==> config.mk <==
export PLATFORM = sky130hd
export DESIGN_NAME = axi_lite_if_ext_flat
export DESIGN_NICKNAME = d
export VERILOG_FILES = /design/src/rtl/axi_lite_if_ext_if.sv /design/src/rtl/axi_lite_if_ext.sv /design/src/flat_wrapper.sv
export SDC_FILE = /design/constraint.sdc
export NUM_CORES = 1
export LEC_CHECK = 0
export ABC_AREA = 0
export ABC_CLOCK_PERIOD_IN_PS = 2350
export CAP_MARGIN = 20
export CORE_ASPECT_RATIO = 1.75
export CORE_MARGIN = 1
export CORE_UTILIZATION = 43
export DETAILED_ROUTE_END_ITERATION = 10
export MAX_ROUTING_LAYER = met4
export PLACE_DENSITY = 0.81
export SYNTH_ARGS = -nofsm -noshare
export SYNTH_HDL_FRONTEND = slang
export SYNTH_SLANG_ARGS = --single-unit
==> constraint.sdc <==
create_clock -name S_AXI_ACLK -period 2.35 [get_ports S_AXI_ACLK]
set_input_delay 0.5875 -clock S_AXI_ACLK [delete_from_list [all_inputs] [get_ports S_AXI_ACLK]]
set_output_delay 0.5875 -clock S_AXI_ACLK [all_outputs]
set_load 0.005 [all_outputs]
==> src/rtl/axi_lite_if_ext_if.sv <==
// axi_lite_if_ext_if
// AXI4-Lite bus bundle between a master and the axi_lite_if_ext slave.
// Parameters: AW = address width, DW = data width (32 or 64).
// Modports:
//   master - drives AW/W/AR channel payloads and VALIDs plus BREADY/RREADY
//   slave  - drives AWREADY/WREADY/ARREADY and the B/R channel responses
interface axi_lite_if_ext_if #(
  parameter int AW = 32,
  parameter int DW = 32
) ();
  logic [AW-1:0]   AWADDR;
  logic [2:0]      AWPROT;
  logic            AWVALID;
  logic            AWREADY;
  logic [DW-1:0]   WDATA;
  logic [DW/8-1:0] WSTRB;
  logic            WVALID;
  logic            WREADY;
  logic [1:0]      BRESP;
  logic            BVALID;
  logic            BREADY;
  logic [AW-1:0]   ARADDR;
  logic [2:0]      ARPROT;
  logic            ARVALID;
  logic            ARREADY;
  logic [DW-1:0]   RDATA;
  logic [1:0]      RRESP;
  logic            RVALID;
  logic            RREADY;

  modport master (
    output AWADDR, AWPROT, AWVALID, WDATA, WSTRB, WVALID, BREADY,
           ARADDR, ARPROT, ARVALID, RREADY,
    input  AWREADY, WREADY, BRESP, BVALID, ARREADY, RDATA, RRESP, RVALID
  );

  modport slave (
    input  AWADDR, AWPROT, AWVALID, WDATA, WSTRB, WVALID, BREADY,
           ARADDR, ARPROT, ARVALID, RREADY,
    output AWREADY, WREADY, BRESP, BVALID, ARREADY, RDATA, RRESP, RVALID
  );
endinterface

==> src/rtl/axi_lite_if_ext.sv <==
// axi_lite_if_ext
// AXI4-Lite slave front-end bridging an AXI4-Lite master to the reg_bank
// register port. AW and W are buffered independently (one entry each) and a
// write is issued once both are held. Illegal addresses (out of range,
// misaligned, non-secure when secure-only) are answered with SLVERR and never
// reach reg_bank. Reads are guarded by a watchdog that converts a missing
// reg_read_valid into an SLVERR response.
// Ports:
//   S_AXI_ACLK / S_AXI_ARESET : clock, synchronous active-high reset
//   s_axi                     : AXI4-Lite slave modport
//   reg_write_*               : one-cycle write strobe with held addr/data/strb
//   reg_read_en / _addr       : one-cycle read strobe with held address
//   reg_read_data / _valid    : read return from reg_bank
//   wr_err / rd_err           : one-cycle pulse with each SLVERR response
module axi_lite_if_ext #(
  parameter int C_S_AXI_ADDR_WIDTH = 32,
  parameter int C_S_AXI_DATA_WIDTH = 32,
  parameter int C_NUM_REGS         = 16,
  parameter int C_CHECK_ALIGN      = 1,
  parameter int C_SECURE_ONLY      = 0,
  parameter int C_RD_TIMEOUT       = 16
) (
  input  logic                                S_AXI_ACLK,
  input  logic                                S_AXI_ARESET,
  axi_lite_if_ext_if.slave                    s_axi,
  output logic                                reg_write_en,
  output logic [C_S_AXI_ADDR_WIDTH-1:0]       reg_write_addr,
  output logic [C_S_AXI_DATA_WIDTH-1:0]       reg_write_data,
  output logic [C_S_AXI_DATA_WIDTH/8-1:0]     reg_write_strb,
  output logic                                reg_read_en,
  output logic [C_S_AXI_ADDR_WIDTH-1:0]       reg_read_addr,
  input  logic [C_S_AXI_DATA_WIDTH-1:0]       reg_read_data,
  input  logic                                reg_read_valid,
  output logic                                wr_err,
  output logic                                rd_err
);
  localparam int AW       = C_S_AXI_ADDR_WIDTH;
  localparam int DW       = C_S_AXI_DATA_WIDTH;
  localparam int SW       = DW / 8;
  localparam int ADDR_LSB = $clog2(SW);
  localparam int CNT_W    = $clog2(C_RD_TIMEOUT + 1) + 1;
  localparam logic [CNT_W-1:0] RD_LAST = CNT_W'((C_RD_TIMEOUT > 0) ? (C_RD_TIMEOUT - 1) : 0);
  localparam logic [1:0] RESP_OKAY   = 2'b00;
  localparam logic [1:0] RESP_SLVERR = 2'b10;

  typedef enum logic [1:0] {
    R_IDLE = 2'd0,
    R_WAIT = 2'd1,
    R_RESP = 2'd2
  } rstate_e;

  // Decode error: word index out of range, misaligned, or non-secure access.
  function automatic logic decode_err(input logic [AW-1:0] addr, input logic non_secure);
    logic [AW-1:0] idx;
    logic          bad_idx;
    logic          bad_align;
    logic          bad_prot;
    idx       = addr >> ADDR_LSB;
    bad_idx   = (idx >= AW'(C_NUM_REGS));
    bad_align = (C_CHECK_ALIGN != 0) && (addr[ADDR_LSB-1:0] != {ADDR_LSB{1'b0}});
    bad_prot  = (C_SECURE_ONLY != 0) && non_secure;
    return bad_idx || bad_align || bad_prot;
  endfunction

  // write-side state
  logic          aw_full_q, aw_full_d, w_full_q, w_full_d;
  logic [AW-1:0] awaddr_q, awaddr_d;
  logic          awns_q, awns_d;
  logic [DW-1:0] wdata_q, wdata_d;
  logic [SW-1:0] wstrb_q, wstrb_d;
  logic          bvalid_q, bvalid_d, wr_err_q, wr_err_d;
  logic [1:0]    bresp_q, bresp_d;
  logic          wen_q, wen_d;
  logic [AW-1:0] waddr_q, waddr_d;
  logic [DW-1:0] wdat_q, wdat_d;
  logic [SW-1:0] wstb_q, wstb_d;
  // read-side state
  rstate_e       rstate_q, rstate_d;
  logic [CNT_W-1:0] rcnt_q, rcnt_d;
  logic          rvalid_q, rvalid_d, rd_err_q, rd_err_d;
  logic [1:0]    rresp_q, rresp_d;
  logic [DW-1:0] rdata_q, rdata_d;
  logic          ren_q, ren_d;
  logic [AW-1:0] raddr_q, raddr_d;

  logic awready_s, wready_s, aw_hs_s, w_hs_s;

  // Readiness comes from registered flags only, so no VALID->READY path exists.
  assign awready_s = !aw_full_q && !bvalid_q;
  assign wready_s  = !w_full_q && !bvalid_q;
  assign aw_hs_s   = s_axi.AWVALID && awready_s;
  assign w_hs_s    = s_axi.WVALID && wready_s;

  // Write path next state: buffer AW/W, issue the write once both are held.
  always_comb begin
    aw_full_d = aw_full_q;
    w_full_d  = w_full_q;
    awaddr_d  = awaddr_q;
    awns_d    = awns_q;
    wdata_d   = wdata_q;
    wstrb_d   = wstrb_q;
    bvalid_d  = bvalid_q;
    bresp_d   = bresp_q;
    wr_err_d  = 1'b0;
    wen_d     = 1'b0;
    waddr_d   = waddr_q;
    wdat_d    = wdat_q;
    wstb_d    = wstb_q;
    if (aw_hs_s) begin
      aw_full_d = 1'b1;
      awaddr_d  = s_axi.AWADDR;
      awns_d    = s_axi.AWPROT[1];
    end else begin
      aw_full_d = aw_full_q;
    end
    if (w_hs_s) begin
      w_full_d = 1'b1;
      wdata_d  = s_axi.WDATA;
      wstrb_d  = s_axi.WSTRB;
    end else begin
      w_full_d = w_full_q;
    end
    // Both flags set implies BVALID is low: flags only set while BVALID=0.
    if (aw_full_q && w_full_q) begin
      aw_full_d = 1'b0;
      w_full_d  = 1'b0;
      bvalid_d  = 1'b1;
      if (decode_err(awaddr_q, awns_q)) begin
        bresp_d  = RESP_SLVERR;
        wr_err_d = 1'b1;
      end else begin
        bresp_d = RESP_OKAY;
        // An all-zero strobe is acknowledged but not forwarded.
        wen_d   = (wstrb_q != {SW{1'b0}});
        if (wstrb_q != {SW{1'b0}}) begin
          waddr_d = awaddr_q;
          wdat_d  = wdata_q;
          wstb_d  = wstrb_q;
        end else begin
          waddr_d = waddr_q;
        end
      end
    end else if (bvalid_q && s_axi.BREADY) begin
      bvalid_d = 1'b0;
    end else begin
      bvalid_d = bvalid_q;
    end
  end

  // Read FSM next state and outputs.
  always_comb begin
    rstate_d = rstate_q;
    rcnt_d   = rcnt_q;
    rvalid_d = rvalid_q;
    rresp_d  = rresp_q;
    rdata_d  = rdata_q;
    rd_err_d = 1'b0;
    ren_d    = 1'b0;
    raddr_d  = raddr_q;
    case (rstate_q)
      R_IDLE: begin
        if (s_axi.ARVALID) begin
          if (decode_err(s_axi.ARADDR, s_axi.ARPROT[1])) begin
            rstate_d = R_RESP;
            rvalid_d = 1'b1;
            rresp_d  = RESP_SLVERR;
            rdata_d  = {DW{1'b0}};
            rd_err_d = 1'b1;
          end else begin
            ren_d    = 1'b1;
            raddr_d  = s_axi.ARADDR;
            rcnt_d   = {CNT_W{1'b0}};
            rstate_d = R_WAIT;
          end
        end else begin
          rstate_d = R_IDLE;
        end
      end
      R_WAIT: begin
        // Valid is checked first so it wins on the final counted cycle.
        if (reg_read_valid) begin
          rdata_d  = reg_read_data;
          rresp_d  = RESP_OKAY;
          rvalid_d = 1'b1;
          rstate_d = R_RESP;
        end else if ((C_RD_TIMEOUT > 0) && (rcnt_q == RD_LAST)) begin
          rdata_d  = {DW{1'b0}};
          rresp_d  = RESP_SLVERR;
          rvalid_d = 1'b1;
          rd_err_d = 1'b1;
          rstate_d = R_RESP;
        end else begin
          rcnt_d = rcnt_q + CNT_W'(1);
        end
      end
      R_RESP: begin
        if (s_axi.RREADY) begin
          rvalid_d = 1'b0;
          rstate_d = R_IDLE;
        end else begin
          rstate_d = R_RESP;
        end
      end
      default: begin
        rstate_d = R_IDLE;
        rvalid_d = 1'b0;
      end
    endcase
  end

  // State registers; reset drops any transaction in flight.
  always_ff @(posedge S_AXI_ACLK) begin
    if (S_AXI_ARESET) begin
      aw_full_q <= 1'b0;  w_full_q <= 1'b0;
      awaddr_q  <= '0;    awns_q   <= 1'b0;
      wdata_q   <= '0;    wstrb_q  <= '0;
      bvalid_q  <= 1'b0;  bresp_q  <= RESP_OKAY;  wr_err_q <= 1'b0;
      wen_q     <= 1'b0;  waddr_q  <= '0;  wdat_q <= '0;  wstb_q <= '0;
      rstate_q  <= R_IDLE; rcnt_q  <= '0;
      rvalid_q  <= 1'b0;  rresp_q  <= RESP_OKAY;  rdata_q <= '0;
      rd_err_q  <= 1'b0;  ren_q    <= 1'b0;  raddr_q <= '0;
    end else begin
      aw_full_q <= aw_full_d; w_full_q <= w_full_d;
      awaddr_q  <= awaddr_d;  awns_q   <= awns_d;
      wdata_q   <= wdata_d;   wstrb_q  <= wstrb_d;
      bvalid_q  <= bvalid_d;  bresp_q  <= bresp_d;  wr_err_q <= wr_err_d;
      wen_q     <= wen_d;     waddr_q  <= waddr_d;  wdat_q <= wdat_d;  wstb_q <= wstb_d;
      rstate_q  <= rstate_d;  rcnt_q   <= rcnt_d;
      rvalid_q  <= rvalid_d;  rresp_q  <= rresp_d;  rdata_q <= rdata_d;
      rd_err_q  <= rd_err_d;  ren_q    <= ren_d;    raddr_q <= raddr_d;
    end
  end

  assign s_axi.AWREADY = awready_s;
  assign s_axi.WREADY  = wready_s;
  assign s_axi.BVALID  = bvalid_q;
  assign s_axi.BRESP   = bresp_q;
  assign s_axi.ARREADY = (rstate_q == R_IDLE);
  assign s_axi.RVALID  = rvalid_q;
  assign s_axi.RRESP   = rresp_q;
  assign s_axi.RDATA   = rdata_q;
  assign reg_write_en   = wen_q;
  assign reg_write_addr = waddr_q;
  assign reg_write_data = wdat_q;
  assign reg_write_strb = wstb_q;
  assign reg_read_en    = ren_q;
  assign reg_read_addr  = raddr_q;
  assign wr_err         = wr_err_q;
  assign rd_err         = rd_err_q;
endmodule

==> src/flat_wrapper.sv <==
// flat-port wrapper written by rule: the top's interface ports become plain ports
module axi_lite_if_ext_flat 
#(
  parameter int C_S_AXI_ADDR_WIDTH = 32,
  parameter int C_S_AXI_DATA_WIDTH = 32,
  parameter int C_NUM_REGS         = 16,
  parameter int C_CHECK_ALIGN      = 1,
  parameter int C_SECURE_ONLY      = 0,
  parameter int C_RD_TIMEOUT       = 16
)
  (S_AXI_ACLK, S_AXI_ARESET, reg_write_en, reg_write_addr, reg_write_data, reg_write_strb, reg_read_en, reg_read_addr, reg_read_data, reg_read_valid, wr_err, rd_err, s_axi_AWADDR, s_axi_AWPROT, s_axi_AWVALID, s_axi_WDATA, s_axi_WSTRB, s_axi_WVALID, s_axi_BREADY, s_axi_ARADDR, s_axi_ARPROT, s_axi_ARVALID, s_axi_RREADY, s_axi_AWREADY, s_axi_WREADY, s_axi_BRESP, s_axi_BVALID, s_axi_ARREADY, s_axi_RDATA, s_axi_RRESP, s_axi_RVALID);
  axi_lite_if_ext_if #(.AW(32), .DW(32)) s_axi_i ();
  input  logic S_AXI_ACLK;
  input  logic S_AXI_ARESET;
  output logic reg_write_en;
  output logic [C_S_AXI_ADDR_WIDTH-1:0] reg_write_addr;
  output logic [C_S_AXI_DATA_WIDTH-1:0] reg_write_data;
  output logic [C_S_AXI_DATA_WIDTH/8-1:0] reg_write_strb;
  output logic reg_read_en;
  output logic [C_S_AXI_ADDR_WIDTH-1:0] reg_read_addr;
  input  logic [C_S_AXI_DATA_WIDTH-1:0] reg_read_data;
  input  logic reg_read_valid;
  output logic wr_err;
  output logic rd_err;
  input wire logic [$bits(s_axi_i.AWADDR)-1:0] s_axi_AWADDR;
  input wire logic [$bits(s_axi_i.AWPROT)-1:0] s_axi_AWPROT;
  input wire logic [$bits(s_axi_i.AWVALID)-1:0] s_axi_AWVALID;
  input wire logic [$bits(s_axi_i.WDATA)-1:0] s_axi_WDATA;
  input wire logic [$bits(s_axi_i.WSTRB)-1:0] s_axi_WSTRB;
  input wire logic [$bits(s_axi_i.WVALID)-1:0] s_axi_WVALID;
  input wire logic [$bits(s_axi_i.BREADY)-1:0] s_axi_BREADY;
  input wire logic [$bits(s_axi_i.ARADDR)-1:0] s_axi_ARADDR;
  input wire logic [$bits(s_axi_i.ARPROT)-1:0] s_axi_ARPROT;
  input wire logic [$bits(s_axi_i.ARVALID)-1:0] s_axi_ARVALID;
  input wire logic [$bits(s_axi_i.RREADY)-1:0] s_axi_RREADY;
  output wire logic [$bits(s_axi_i.AWREADY)-1:0] s_axi_AWREADY;
  output wire logic [$bits(s_axi_i.WREADY)-1:0] s_axi_WREADY;
  output wire logic [$bits(s_axi_i.BRESP)-1:0] s_axi_BRESP;
  output wire logic [$bits(s_axi_i.BVALID)-1:0] s_axi_BVALID;
  output wire logic [$bits(s_axi_i.ARREADY)-1:0] s_axi_ARREADY;
  output wire logic [$bits(s_axi_i.RDATA)-1:0] s_axi_RDATA;
  output wire logic [$bits(s_axi_i.RRESP)-1:0] s_axi_RRESP;
  output wire logic [$bits(s_axi_i.RVALID)-1:0] s_axi_RVALID;
  assign s_axi_i.AWADDR = s_axi_AWADDR;
  assign s_axi_i.AWPROT = s_axi_AWPROT;
  assign s_axi_i.AWVALID = s_axi_AWVALID;
  assign s_axi_i.WDATA = s_axi_WDATA;
  assign s_axi_i.WSTRB = s_axi_WSTRB;
  assign s_axi_i.WVALID = s_axi_WVALID;
  assign s_axi_i.BREADY = s_axi_BREADY;
  assign s_axi_i.ARADDR = s_axi_ARADDR;
  assign s_axi_i.ARPROT = s_axi_ARPROT;
  assign s_axi_i.ARVALID = s_axi_ARVALID;
  assign s_axi_i.RREADY = s_axi_RREADY;
  assign s_axi_AWREADY = s_axi_i.AWREADY;
  assign s_axi_WREADY = s_axi_i.WREADY;
  assign s_axi_BRESP = s_axi_i.BRESP;
  assign s_axi_BVALID = s_axi_i.BVALID;
  assign s_axi_ARREADY = s_axi_i.ARREADY;
  assign s_axi_RDATA = s_axi_i.RDATA;
  assign s_axi_RRESP = s_axi_i.RRESP;
  assign s_axi_RVALID = s_axi_i.RVALID;
  axi_lite_if_ext #(.C_S_AXI_ADDR_WIDTH(C_S_AXI_ADDR_WIDTH), .C_S_AXI_DATA_WIDTH(C_S_AXI_DATA_WIDTH), .C_NUM_REGS(C_NUM_REGS), .C_CHECK_ALIGN(C_CHECK_ALIGN), .C_SECURE_ONLY(C_SECURE_ONLY), .C_RD_TIMEOUT(C_RD_TIMEOUT)) u_core (.S_AXI_ACLK(S_AXI_ACLK), .S_AXI_ARESET(S_AXI_ARESET), .s_axi(s_axi_i), .reg_write_en(reg_write_en), .reg_write_addr(reg_write_addr), .reg_write_data(reg_write_data), .reg_write_strb(reg_write_strb), .reg_read_en(reg_read_en), .reg_read_addr(reg_read_addr), .reg_read_data(reg_read_data), .reg_read_valid(reg_read_valid), .wr_err(wr_err), .rd_err(rd_err));
endmodule
* After elaboration in Yosys (flattened, before gate mapping) *
Cells that the tools add are included.

storage, ports and cells
  word-level logic and storage cells = 100
  output and inout port bits = 145
  register bits = 220
  input bits = 146

cells by class
  add/sub/neg operators = 1
  reduce and logical (&&, ||, !) cells = 26
  order comparisons = 2
  equality and inequality tests = 10
  bitwise gates (word level) = 5
  mux-type cells = 36

operator list
  kind                                                   count
  2-to-1 mux 32 bit                                      4
  one-hot mux 32 bit (2 select lines)                    1
  >= comparator 30 x 5 -> 1 bit (second input constant)  2
  2-to-1 mux 6 bit                                       4
  2-to-1 mux 2 bit                                       9
  2-to-1 mux 1 bit                                       13
  one-hot mux 6 bit (2 select lines)                     1
  != test 2 bit (second input constant)                  5
  AND reduction 4 bit                                    2
  nonzero test 2 bit                                     4
  adder 6 x 1 -> 6 bit (second input constant)           1
  == test 6 x 4 -> 1 bit (second input constant)         1
  logical AND 1 bit                                      6
  one-hot mux 2 bit (3 select lines)                     1
  AND reduction 3 bit                                    2
  OR reduction 3 bit                                     2
  inverter 1 bit                                         5
  AND reduction 5 bit                                    1
  one-hot mux 2 bit (2 select lines)                     1
  nonzero test 4 bit                                     1
  OR reduction 2 bit                                     2
  logical NOT 1 bit                                      3
  != test 3 x 2 -> 1 bit (second input constant)         1
  one-hot mux 1 bit (3 select lines)                     1
  6 further kinds                                        7

* Logic depth before layout (Yosys ltp) *
  word-level depth = 5
  depth in mapped cells = 8
  gate-level depth less buffers = 6

* Least setup slack after synthesis *
Ideal clock, no wire load.

  path kind = input -> register
  start = input s_axi_ARADDR[17]
  end = register u_core.rcnt_q[5]
  buffers on the path = 0
  arrival time = 2115 ps
  library setup time = 66 ps
  slack = 169 ps
  stages = 5
  required time = 2284 ps
  cells stage by stage = or4_4 nor3b_4 a21boi_2 or4_4 a21oi_2

between the ends
  cells in the longest elaborated chain, start to end = 4

ends and longest elaborated chain
  what                                  RTL line                text
  from (decl)                           flat_wrapper.sv:32      input wire logic [$bits(s_axi_i.ARADDR)-1:0] s_axi_ARADDR;
  >= comparator 30 x 5 -> 1 bit         axi_lite_if_ext.sv:59   bad_idx = (idx >= AW'(C_NUM_REGS));
  logical OR 1 bit                      axi_lite_if_ext.sv:62   return bad_idx || bad_align || bad_prot;
  != test 2 bit (no source line)        -
  AND reduction 5 bit (no source line)  -
  to (signal assigned)                  axi_lite_if_ext.sv:228  rstate_q <= rstate_d; rcnt_q <= rcnt_d;
  to (decl)                             axi_lite_if_ext.sv:79   logic [CNT_W-1:0] rcnt_q, rcnt_d;

Every way passes these cells.
A chain may end at the register's enable or synchronous reset.

* Final worst setup path *
  start = register u_core.rstate_q[1]
  end = output s_axi_ARREADY

between the ends
  cells in the longest elaborated chain, start to end = 1

ends and longest elaborated chain
  what                    RTL line                text
  from (decl)             axi_lite_if_ext.sv:78   rstate_e rstate_q, rstate_d;
  from (signal assigned)  axi_lite_if_ext.sv:228
  logical NOT 2 bit       axi_lite_if_ext.sv:238  assign s_axi.ARREADY = (rstate_q == R_IDLE);
  to (decl)               flat_wrapper.sv:40      output wire logic [$bits(s_axi_i.ARREADY)-1:0] s_axi_ARREADY;

Every way passes these cells.

==> metrics.log <==
[metrics] cell accounting for the most synthesized area: dfxtp_1
[metrics] clock buffer count from CTS: 20
[metrics] type of element launching the critical path: register
[metrics] ratio of total power to cell area: 686 nW/um^2
[metrics] Routed wire per std cell: 15.3 um
[metrics] share of the synthesized netlist area taken by xor and xnor gates: 0.119%
[metrics] Buffers on Ports: 282
[metrics] internal power: 6.04 mW
[metrics] number of nets with antenna violations after routing: 0
[metrics] WP data required: 1760 ps
[metrics] clock-pin slew reported for the worst setup and hold paths after clock tree synthesis: 60 ps
[metrics] ys async rst share: 0%
[metrics] count of flip-flops with a built-in enable after synthesis: 0
[metrics] floorplan die height: 175 um
[metrics] area of the core: 16500 um^2
[metrics] arrival time at the worst endpoint: 1640 ps
[metrics] relative contribution of the clock network to total power: 42.0%
[metrics] post-synthesis sequential element count: 218
[metrics] DRC errors left: 0
[metrics] Syn-to-layout area delta: 52.0%
[metrics] pins over their slew limit: 0
[metrics] cell types occupying the most area after synthesis: dfxtp_1, nand2_1, mux2i_1
[metrics] adder and majority gate portion of the synthesized area: 0.170%
[metrics] total via count in the routed design: 6191
[metrics] vias per cell: 4.90
[metrics] Total Die Area: 17600 um^2
[metrics] cell row count: 62
[metrics] Main synth FF type: dfxtp_1
[metrics] number of maximum-capacitance constraint violations: 0
[metrics] per-instance average area after synthesis: 9.83 um^2
[metrics] root buffer cell: clkbuf_16
[metrics] RSZ-0062 raised after global routing: false
[metrics] final period demand of the worst path: 2230 ps
[metrics] master of the slowest instance on the critical path: clkdlybuf4s50_1
[metrics] Setup Buffers After CTS: 0
[metrics] number of global-route vias before repair: 6236
[metrics] Routed WL: 19300 um
[metrics] crit path kind: register to output pin
[metrics] pin count of the biggest net entering global routing: 53
[metrics] number of nets in the final layout: 1177
[metrics] run status: complete, no violations
[metrics] count of pins on the block boundary: 291
[metrics] iteration count of the initial detailed-routing pass: 4
[metrics] H-Tree Level Count: 1
[metrics] maximum count of clock buffers along a single path: 3
[metrics] Final Worst Setup Slack: 125 ps
[metrics] global route overflow: 0
[metrics] worst hold path type: register to register
[metrics] routability congestion estimate from global placement: 0.806
[metrics] simple-gate area share of the yosys netlist: 19.7%
[metrics] number of distinct standard cells referenced by the synthesized netlist: 43
[metrics] dpl ws: -312 ps
[metrics] portion of synthesized cell area occupied by the leading cell type: 59.5%
[metrics] Switch Pwr: 1.62 mW
[metrics] worst hold margin: 455 ps
[metrics] complex-gate fraction of the synthesized area: 11.2%
[metrics] number of cells upsized or downsized after cts: 1
[metrics] Slew @ Worst Pin: 584 ps
[metrics] Warnings, synthesis: 0
[metrics] TritonCTS sink count: 218
[metrics] wire length of the first global-routing pass: 30500 um
[metrics] share of layout cells above drive strength 1: 6.44%
[metrics] CTS tree: built
[metrics] Initial DRC Count: 154
[metrics] total setup violations reported at the end of the flow: 0
[metrics] maximum clock frequency: 0.449 GHz
[metrics] most common cell after layout, fill and taps aside: clkdlybuf4s50_1
[metrics] CTS Hold Bufs: 0
[metrics] starting density of the core: 44.4%
[metrics] most used cells in the layout excluding fill and tap cells: clkdlybuf4s50_1, dfxtp_1, nand2_1
[metrics] Cells after Synth: 747
[metrics] Clk Latency, worst-skew pair: 480 ps
[metrics] worst vdd ir: 0.000577 V
[metrics] number of endpoints with negative hold slack in the final report: 0
[metrics] Leakage Power: 4.15 nW
[metrics] part of the power in registers: 50.1%
[metrics] Cell Area, Synth: 7340 um^2
[metrics] Critical Path Max Stage Delay: 530 ps
[metrics] main combinational cell family by area after synthesis: simple AND/OR/NAND/NOR gates
[metrics] switching portion of total power: 21.1%
[metrics] worst slew margin relative to its limit: 60.7%
[metrics] Gate power share: 7.9%
[metrics] CP delay by family, top: buffers and inverters
[metrics] number of diodes added for antenna fixing: 0
[metrics] share of the clock period used by the worst path: 94.7%
[metrics] Layout Skew: 3.96 ps
[metrics] type of destination of the critical path: output pin
[metrics] worst path bufs/invs: 1
[metrics] final HPWL from detailed placement: 13900 um
[metrics] multiplexer fraction of the synthesized cell area: 6.14%
[metrics] overall die width: 101 um
[metrics] sequential share of the synthesized area: 59.5%
[metrics] GRT Total Usage: 22.5%
[metrics] maximum fanout along the worst path: 9
[metrics] number of antenna violations at the first check in global routing: 0
[metrics] list of cells traversed by the critical path: nor2_4, clkdlybuf4s50_1
[metrics] overall power of the completed layout: 7.66 mW
Yosys cell counts (all sizes together), types with 2 or more instances:
| cell type | instances |
|---|---|
| a211oi | 3 |
| a21boi | 2 |
| a21oi | 77 |
| a22o | 32 |
| and2 | 58 |
| and4b | 3 |
| buf | 10 |
| clkbuf | 37 |
| dfxtp | 218 |
| inv | 2 |
| mux2i | 45 |
| nand2 | 145 |
| nand2b | 6 |
| nand3 | 2 |
| nor2 | 61 |
| nor2b | 3 |
| nor3 | 4 |
| nor4 | 14 |
| o21ai | 4 |
| o31ai | 2 |
| or4 | 3 |
cells by family (layout without fill, tap and decap cells):
group           after synthesis  in the layout
xor+xnor                      1              1
flops                       218            218
mux                          45             45
simple gates                306            306
compound gates              126            126
buf+inv                      49            341
fa+ha+maj                     1              1
other cells                   1              2
stage by stage:
step           utilization (%)  setup TNS, ps  area (um^2)  cells
6_report                  67.5              0        11200   1264
3_3_place_gp              63.5         -14560        10500   1232
2_1_floorplan                -              0         7340    748
5_1_grt                   67.5              0        11200   1264
3_5_place_dp              63.5         -15060        10500   1232
4_1_cts                   67.5              0        11200   1264
cell type report:
cell class | instances | area (um^2)
fill | 1301 | 5360
sequential | 218 | 4360
timing repair buffer | 307 | 3100
multi-input combinational | 481 | 2760
clock buffer | 31 | 623
tap | 224 | 280
clock inverter | 1 | 30.0
inverter | 2 | 7.51
power groups by stage:
stage | Combinational [mW] | Clock, mW | Sequential [mW]
after detailed placement | 0.609 | 0 | 3.92
final | 0.606 | 3.22 | 3.84
after CTS | 0.613 | 3.29 | 3.84
after global placement | 0.600 | 0 | 3.91
after floorplan | 0.273 | 0 | 3.90
after global routing | 0.669 | 3.43 | 3.84
layer usage:
layer,GRT usage [%],wire length [um]
met5,-,0
met4,11.1,920
met3,3.56,988
met2,40.9,10300
met1,22.9,7130
worst paths after layout:
| check | startpoint | endpoint | slack [ps] | cells past startpoint |
|---|---|---|---|---|
| setup / recovery | u_core.rstate_q[1] | s_axi_ARREADY | 120 | 2 |
| setup reg to reg | u_core.awaddr_q[16] | u_core.reg_write_addr[27] | 230 | 7 |
| hold / removal | u_core.wdata_q[7] | u_core.wdata_q[7] | 450 | 2 |
| hold reg to reg | u_core.wdata_q[7] | u_core.wdata_q[7] | 450 | 2 |
tightest hold or removal path: cells and delay by family (launching register included):
kind,cells,cell delay [ps]
AND/OR/NAND/NOR,1,50
AO/OA/AOI/OAI,1,50
flip-flops,1,310
registers in the layout (all words and copies together) (netlist names), 2 cells and up:
register / flops
u_core.awaddr_q: 32
u_core.rcnt_q: 6
u_core.reg_read_addr: 32
u_core.reg_write_addr: 32
u_core.reg_write_data: 32
u_core.reg_write_strb: 4
u_core.rstate_q: 2
u_core.s_axi.RDATA: 32
u_core.wdata_q: 32
u_core.wstrb_q: 4
Power figures use the tool's default switching activity.
